$ cat config.mk
export PLATFORM = sky130hd
export DESIGN_NAME = free_list_flat
export DESIGN_NICKNAME = d
export VERILOG_FILES = /design/src/rtl/free_list_if.sv /design/src/rtl/free_list.sv /design/src/flat_wrapper.sv
export SDC_FILE = /design/constraint.sdc
export NUM_CORES = 1
export LEC_CHECK = 0
export ABC_AREA = 1
export BUFFER_PORTS_ARGS = -buffer_cell sky130_fd_sc_hd__clkbuf_2
export CORE_UTILIZATION = 60
export DETAILED_ROUTE_END_ITERATION = 10
export GPL_TIMING_DRIVEN = 0
export PLACE_DENSITY = 0.83
export SKIP_LAST_GASP = 1
export SLEW_MARGIN = 25
export SYNTH_ARGS = -nofsm -noshare
export SYNTH_HDL_FRONTEND = slang
export SYNTH_SLANG_ARGS = --single-unit
export TNS_END_PERCENT = 1
$ cat constraint.sdc
create_clock -name i_clock -period 3.4 [get_ports i_clock]
set_input_delay 0.34 -clock i_clock [delete_from_list [all_inputs] [get_ports i_clock]]
set_output_delay 0.34 -clock i_clock [all_outputs]
set_load 0.03 [all_outputs]
$ cat src/rtl/free_list_if.sv
// Rename-stage free-list port bundle: dispatch alloc, retire free and squash.
// The free list itself takes the slave side; dispatch/retire logic drives the master side.
interface free_list_if #(
    parameter int unsigned N     = 2,
    parameter int unsigned TAG_W = 6,
    parameter int unsigned CNT_W = 6
);
    logic [N-1:0]            alloc_req;
    logic [N-1:0][TAG_W-1:0] alloc_tags;
    logic                    alloc_ok;
    logic [CNT_W-1:0]        avail_count;
    logic [N-1:0]            retire_en;
    logic [N-1:0][TAG_W-1:0] retire_free_tags;
    logic                    mispredict;

    modport master (
        output alloc_req,
        output retire_en,
        output retire_free_tags,
        output mispredict,
        input  alloc_tags,
        input  alloc_ok,
        input  avail_count
    );

    modport slave (
        input  alloc_req,
        input  retire_en,
        input  retire_free_tags,
        input  mispredict,
        output alloc_tags,
        output alloc_ok,
        output avail_count
    );
endinterface

$ cat src/rtl/free_list.sv
// Circular free list of physical register tags with a speculative head for dispatch
// and an architectural head that lets a mispredict reclaim wrong-path tags in one cycle.
module free_list #(
    parameter int unsigned N           = 2,
    parameter int unsigned PHYS_REG_SZ = 64,
    parameter int unsigned ARCH_REG_SZ = 32
) (
    input  logic       i_clock,
    input  logic       i_reset,
    free_list_if.slave fl
);
    // DEPTH must be a power of two so index = low pointer bits wraps naturally.
    localparam int unsigned DEPTH = PHYS_REG_SZ - ARCH_REG_SZ;
    localparam int unsigned IDX_W = $clog2(DEPTH);
    localparam int unsigned PTR_W = IDX_W + 1;
    localparam int unsigned TAG_W = $clog2(PHYS_REG_SZ);
    localparam int unsigned CNT_W = $clog2(DEPTH + 1);
    localparam int unsigned SEL_W = $clog2(N + 1);

    logic [TAG_W-1:0]          r_tag [DEPTH];
    logic [PTR_W-1:0]          r_spec_head;
    logic [PTR_W-1:0]          r_arch_head;
    logic [PTR_W-1:0]          r_tail;

    logic [SEL_W-1:0]          w_req_cnt;
    logic [SEL_W-1:0]          w_free_cnt;
    logic [N-1:0][SEL_W-1:0]   w_req_ofs;
    logic [N-1:0][SEL_W-1:0]   w_free_ofs;
    logic [N-1:0][IDX_W-1:0]   w_rd_idx;
    logic [N-1:0][IDX_W-1:0]   w_wr_idx;
    logic [PTR_W-1:0]          w_avail;
    logic [PTR_W-1:0]          w_inflight;
    logic [PTR_W-1:0]          w_occupied;
    logic [PTR_W-1:0]          w_spec_nxt;
    logic                      w_alloc_ok;
    logic                      w_bad_free;

    // Exclusive prefix popcounts: slot i uses the entry after all lower requesting slots.
    always_comb begin
        w_req_cnt  = '0;
        w_free_cnt = '0;
        w_req_ofs  = '0;
        w_free_ofs = '0;
        w_bad_free = 1'b0;
        for (int i = 0; i < N; i++) begin
            w_req_ofs[i]  = w_req_cnt;
            w_free_ofs[i] = w_free_cnt;
            w_req_cnt     = w_req_cnt + SEL_W'(fl.alloc_req[i]);
            w_free_cnt    = w_free_cnt + SEL_W'(fl.retire_en[i]);
            if (fl.retire_en[i] && (fl.retire_free_tags[i] == '0)) begin
                w_bad_free = 1'b1;
            end
        end
    end

    always_comb begin
        w_rd_idx = '0;
        w_wr_idx = '0;
        for (int i = 0; i < N; i++) begin
            w_rd_idx[i] = IDX_W'(r_spec_head + PTR_W'(w_req_ofs[i]));
            w_wr_idx[i] = IDX_W'(r_tail + PTR_W'(w_free_ofs[i]));
        end
    end

    assign w_avail    = r_tail - r_spec_head;
    assign w_inflight = r_spec_head - r_arch_head;
    assign w_occupied = r_tail - r_arch_head;
    assign w_alloc_ok = (PTR_W'(w_req_cnt) <= w_avail);

    // Grants are all-or-nothing; a tag freed this cycle is not visible until the next one.
    always_comb begin
        fl.alloc_ok    = w_alloc_ok;
        fl.avail_count = CNT_W'(w_avail);
        fl.alloc_tags  = '0;
        for (int i = 0; i < N; i++) begin
            fl.alloc_tags[i] = r_tag[w_rd_idx[i]];
        end
    end

    // Squash wins over allocation and restores to the post-retire architectural head.
    always_comb begin
        w_spec_nxt = r_spec_head;
        if (fl.mispredict) begin
            w_spec_nxt = r_arch_head + PTR_W'(w_free_cnt);
        end else if (w_alloc_ok) begin
            w_spec_nxt = r_spec_head + PTR_W'(w_req_cnt);
        end
    end

    always_ff @(posedge i_clock or negedge i_reset) begin
        if (!i_reset) begin
            r_spec_head <= '0;
            r_arch_head <= '0;
            r_tail      <= PTR_W'(DEPTH);
        end else begin
            r_spec_head <= w_spec_nxt;
            r_arch_head <= r_arch_head + PTR_W'(w_free_cnt);
            r_tail      <= r_tail + PTR_W'(w_free_cnt);
        end
    end

    // Reset contents: the non-architectural tags ARCH_REG_SZ .. PHYS_REG_SZ-1 in order.
    always_ff @(posedge i_clock or negedge i_reset) begin
        if (!i_reset) begin
            for (int k = 0; k < DEPTH; k++) begin
                r_tag[k] <= TAG_W'(ARCH_REG_SZ + k);
            end
        end else begin
            for (int i = 0; i < N; i++) begin
                if (fl.retire_en[i]) begin
                    r_tag[w_wr_idx[i]] <= fl.retire_free_tags[i];
                end
            end
        end
    end

    a_head_order: assert property (@(posedge i_clock) disable iff (!i_reset)
        w_inflight <= w_occupied);

    a_capacity: assert property (@(posedge i_clock) disable iff (!i_reset)
        w_occupied <= PTR_W'(DEPTH));

    a_over_retire: assert property (@(posedge i_clock) disable iff (!i_reset)
        PTR_W'(w_free_cnt) <= w_inflight);

    a_zero_free: assert property (@(posedge i_clock) disable iff (!i_reset)
        !w_bad_free);

endmodule
$ cat src/flat_wrapper.sv
// flat-port wrapper written by rule: the top's interface ports become plain ports
module free_list_flat 
#(
    parameter int unsigned N           = 2,
    parameter int unsigned PHYS_REG_SZ = 64,
    parameter int unsigned ARCH_REG_SZ = 32
)
  (i_clock, i_reset, fl_alloc_req, fl_retire_en, fl_retire_free_tags, fl_mispredict, fl_alloc_tags, fl_alloc_ok, fl_avail_count);
  free_list_if #(.N(N)) fl_i ();
  input  logic i_clock;
  input  logic i_reset;
  input wire logic [$bits(fl_i.alloc_req)-1:0] fl_alloc_req;
  input wire logic [$bits(fl_i.retire_en)-1:0] fl_retire_en;
  input wire logic [$bits(fl_i.retire_free_tags)-1:0] fl_retire_free_tags;
  input wire logic [$bits(fl_i.mispredict)-1:0] fl_mispredict;
  output wire logic [$bits(fl_i.alloc_tags)-1:0] fl_alloc_tags;
  output wire logic [$bits(fl_i.alloc_ok)-1:0] fl_alloc_ok;
  output wire logic [$bits(fl_i.avail_count)-1:0] fl_avail_count;
  assign fl_i.alloc_req = fl_alloc_req;
  assign fl_i.retire_en = fl_retire_en;
  assign fl_i.retire_free_tags = fl_retire_free_tags;
  assign fl_i.mispredict = fl_mispredict;
  assign fl_alloc_tags = fl_i.alloc_tags;
  assign fl_alloc_ok = fl_i.alloc_ok;
  assign fl_avail_count = fl_i.avail_count;
  free_list #(.N(N), .PHYS_REG_SZ(PHYS_REG_SZ), .ARCH_REG_SZ(ARCH_REG_SZ)) u_core (.i_clock(i_clock), .i_reset(i_reset), .fl(fl_i));
endmodule
==> reports/results.ini <==
[outcome]
outcome=complete, but fails checks
violations=setup timing

[setup_path]
reg2reg_depth=8
reg2reg_to=u_core.r_tag[18]
critPathRequiredTime_ps=3060
startpoint=u_core.r_spec_head[1]
worst-path-max-fanout=10
arrival_ps=3420
rrSetupSlack_ps=-270
crit_type=flip-flop to output pin
endpoint_kind=output pin
critPathLaunchType=flip-flop
rr_startpoint=u_core.r_tail[0]

[sta]
rsz0062_at_grt=true
fin_worst_skew_ps=22.88
min_period_ps=3763
layout_setup_ws_ps=-363.0
worst-slew-pin-transition_ps=1144
slew_headroom_pct=23.72
fmax_mhz=265.7
setup-tns-final_ps=-8121
slew_viol_final=0
hold_violations=0
timing.final.crit_share_pct=110.7
setup_violations=41

[floorplanning]
fp.dieH_um=159.2
die_area_um2=25340
num_rows=57
coreArea_um2=24250
io_pins=38
die_x_um=159.2
initial_utilization_pct=61.14

[place]
place_area_um2=15500
hpwl_mm=48.32
place_congestion=1.130
portBuffers=37
dp_cells=2722

[job]
max_cap_violations=0

[cts]
clockBufferDepth=3
h-tree-depth=1
cts_made_buffers=23
cts_tree=done
clockRootBuffer=clkbuf_16
clk_pin_slew_worst_paths_ps=70
clkLatencyLatePin_ps=540
numClockSinks=210

[layout]
drive_gt1_share_pct=10.09
num-nets-final=2465
diodes=0
final_area_um2=16320
fillers=2077
final_util_pct=67.32
area_delta_synth_final_pct=10.12
finalNonFillerCells=2763

[logic_synthesis]
synth_cells=2357
synth-xor-area-share_pct=0.9453
synth_simple_gate_area_share_pct=35.92
synth_cell_types=25
synth.avg_cell_area_um2=6.289
synthMuxAreaShare_pct=0
synth_compound_area_share_pct=16.71
synth_area_um2=14820
ys_warn_count=0
synth_top_family_by_area=simple AND/OR/NAND/NOR gates
ys_ff_latch=210
synthAdderAreaFrac_pct=2.144
synthesis.nets=2399
ys_seq_area_share_pct=36.40

[drt]
num_vias=17760
routed_wirelength_mm=67.58
wl_per_cell_um=24.46
drt_iter0_markers=3072
dr.pass1.iters=6
final_antenna_net_count=0
vias_per_cell=6.427
drc=0

[global_routing]
grt_use_total_pct=52.38
antenna_found_initial=1
grt_pass1_wl_mm=98.55
grt-ovfl-total=0
grt_max_degree=91
grt_pass1_vias=16280

[pwr]
irDropWorstVdd_v=0.0008315
p_per_area_nw_per_um2=1215
p_leak_nw=7.870

[hold_path]
whs_path_depth=3
holdPathEnd=u_core.r_tag[0]
hp-start=fl_retire_free_tags[6]
hp-class=input port to flip-flop

[power by group]
part	switching [mW]	leakage [nW]	total (mW)	internal, mW
clock network	1.08	0.355	2.53	1.44
registers	1.11	2.40	5.14	4.03
logic	8.77	5.11	12.2	3.39
total	11.0	7.87	19.8	8.87
[kinds of logic after synthesis]
family / Yosys count
adders and majority gates: 23
and+or+nand+nor: 1345
AOI/OAI and AO/OA: 459
buffers and inverters: 304
DFF: 210
xor gates and xnor gates: 16
[area by class of cell]
type,instances,area [um^2],area share [%]
Timing Repair Buffer,43,281.5,1.725
Clock buffer,33,633.1,3.878
Multi-Input combinational cell,1843,8322,50.98
Tap cell,324,405.4,2.483
Sequential cell,210,5396,33.06
Clock inverter,8,92.59,0.5672
Buffer,146,604.3,3.702
Inverter,156,589.3,3.610
[how the worst max path moves through the flow]
| stage | endpoint | slack, ps | depth (start not counted) |
|---|---|---|---|
| 2_1_floorplan | fl_alloc_ok | 240 | 12 |
| 6_report | fl_alloc_tags[1] | -360 | 10 |
| 5_1_grt | fl_alloc_tags[7] | -290 | 11 |
| 4_1_cts | fl_alloc_tags[11] | -110 | 11 |
| 3_3_place_gp | u_core.r_tag[171] | -1910 | 1 |
| 3_5_place_dp | u_core.r_spec_head[4] | -330 | 12 |
[state kept, by name, indices dropped and copies added, names as in the netlist]
register	count
u_core.r_tag	192
u_core.r_tail	6
u_core.r_arch_head	6
u_core.r_spec_head	6
[Yosys cell counts (all sizes together)]
cell	n	share of area, %
nand2	1067	27
o21ai	294	9.9
nand3	163	5.5
inv	154	3.9
clkbuf	118	3.0
dfstp	113	20
dfrtp	97	16
a21oi	93	3.1
nor2	91	2.5
o211ai	70	3.5
buf	30	0.94
ha	19	1.6
nor3	15	0.51
xor2	13	0.77
nand4	8	0.34
fa	4	0.54
xnor2	3	0.18
clkinv	2	0.051
a21o	1	0.051
nor3b	1	0.051
o31ai	1	0.051
[cells in the final DEF (no fill, tap or decap), types with 52 or more instances in the layout]
| cell | n |
|---|---|
| clkbuf_1 | 108 |
| dfstp_2 | 113 |
| dfrtp_1 | 97 |
| nor2_1 | 86 |
| o21ai_0 | 294 |
| inv_1 | 150 |
| clkbuf_2 | 52 |
| nand3_1 | 163 |
| nand2_1 | 1067 |
| a21oi_1 | 93 |
| o211ai_1 | 70 |
[worst max-delay path, cell delays in order (launching register included)]
cell,delay (ps)
dfrtp_1,470
clkbuf_2,250
buf_2,280
clkbuf_1,830
o211ai_1,240
nand3_1,210
nand3_1,90
nand2_1,90
nand2_1,120
inv_1,80
clkbuf_2,190
[repair_timing]
item	in CTS	in global routing
pin swaps	0	0
endpoints found under the setup margin	65	153
hold endpoints to repair	21	0
resized for setup	27	8
buffers inserted	1	0
hold buffers	1	0
[per-layer routing]
| layer | track usage [%] | up-vias | share of wire (%) |
|---|---|---|---|
| met5 | 0 | - | 0 |
| met4 | 40.17 | 0 | 9.5 |
| met3 | 17.74 | 410 | 16 |
| met2 | 75.56 | 1545 | 40 |
| met1 | 64.65 | 8100 | 35 |
| li1 | - | 7702 | - |
[stage by stage]
stage,hold WS (ps),power (mW),setup WS (ps)
3_5_place_dp,299.6,16.30,-328.5
6_report,154.4,19.83,-363.0
3_3_place_gp,488.5,15.99,-1911
2_1_floorplan,44.41,12.15,237.4
4_1_cts,142.0,18.98,-113.3
5_1_grt,173.2,20.58,-288.0
(Power assumes the default switching activity.)
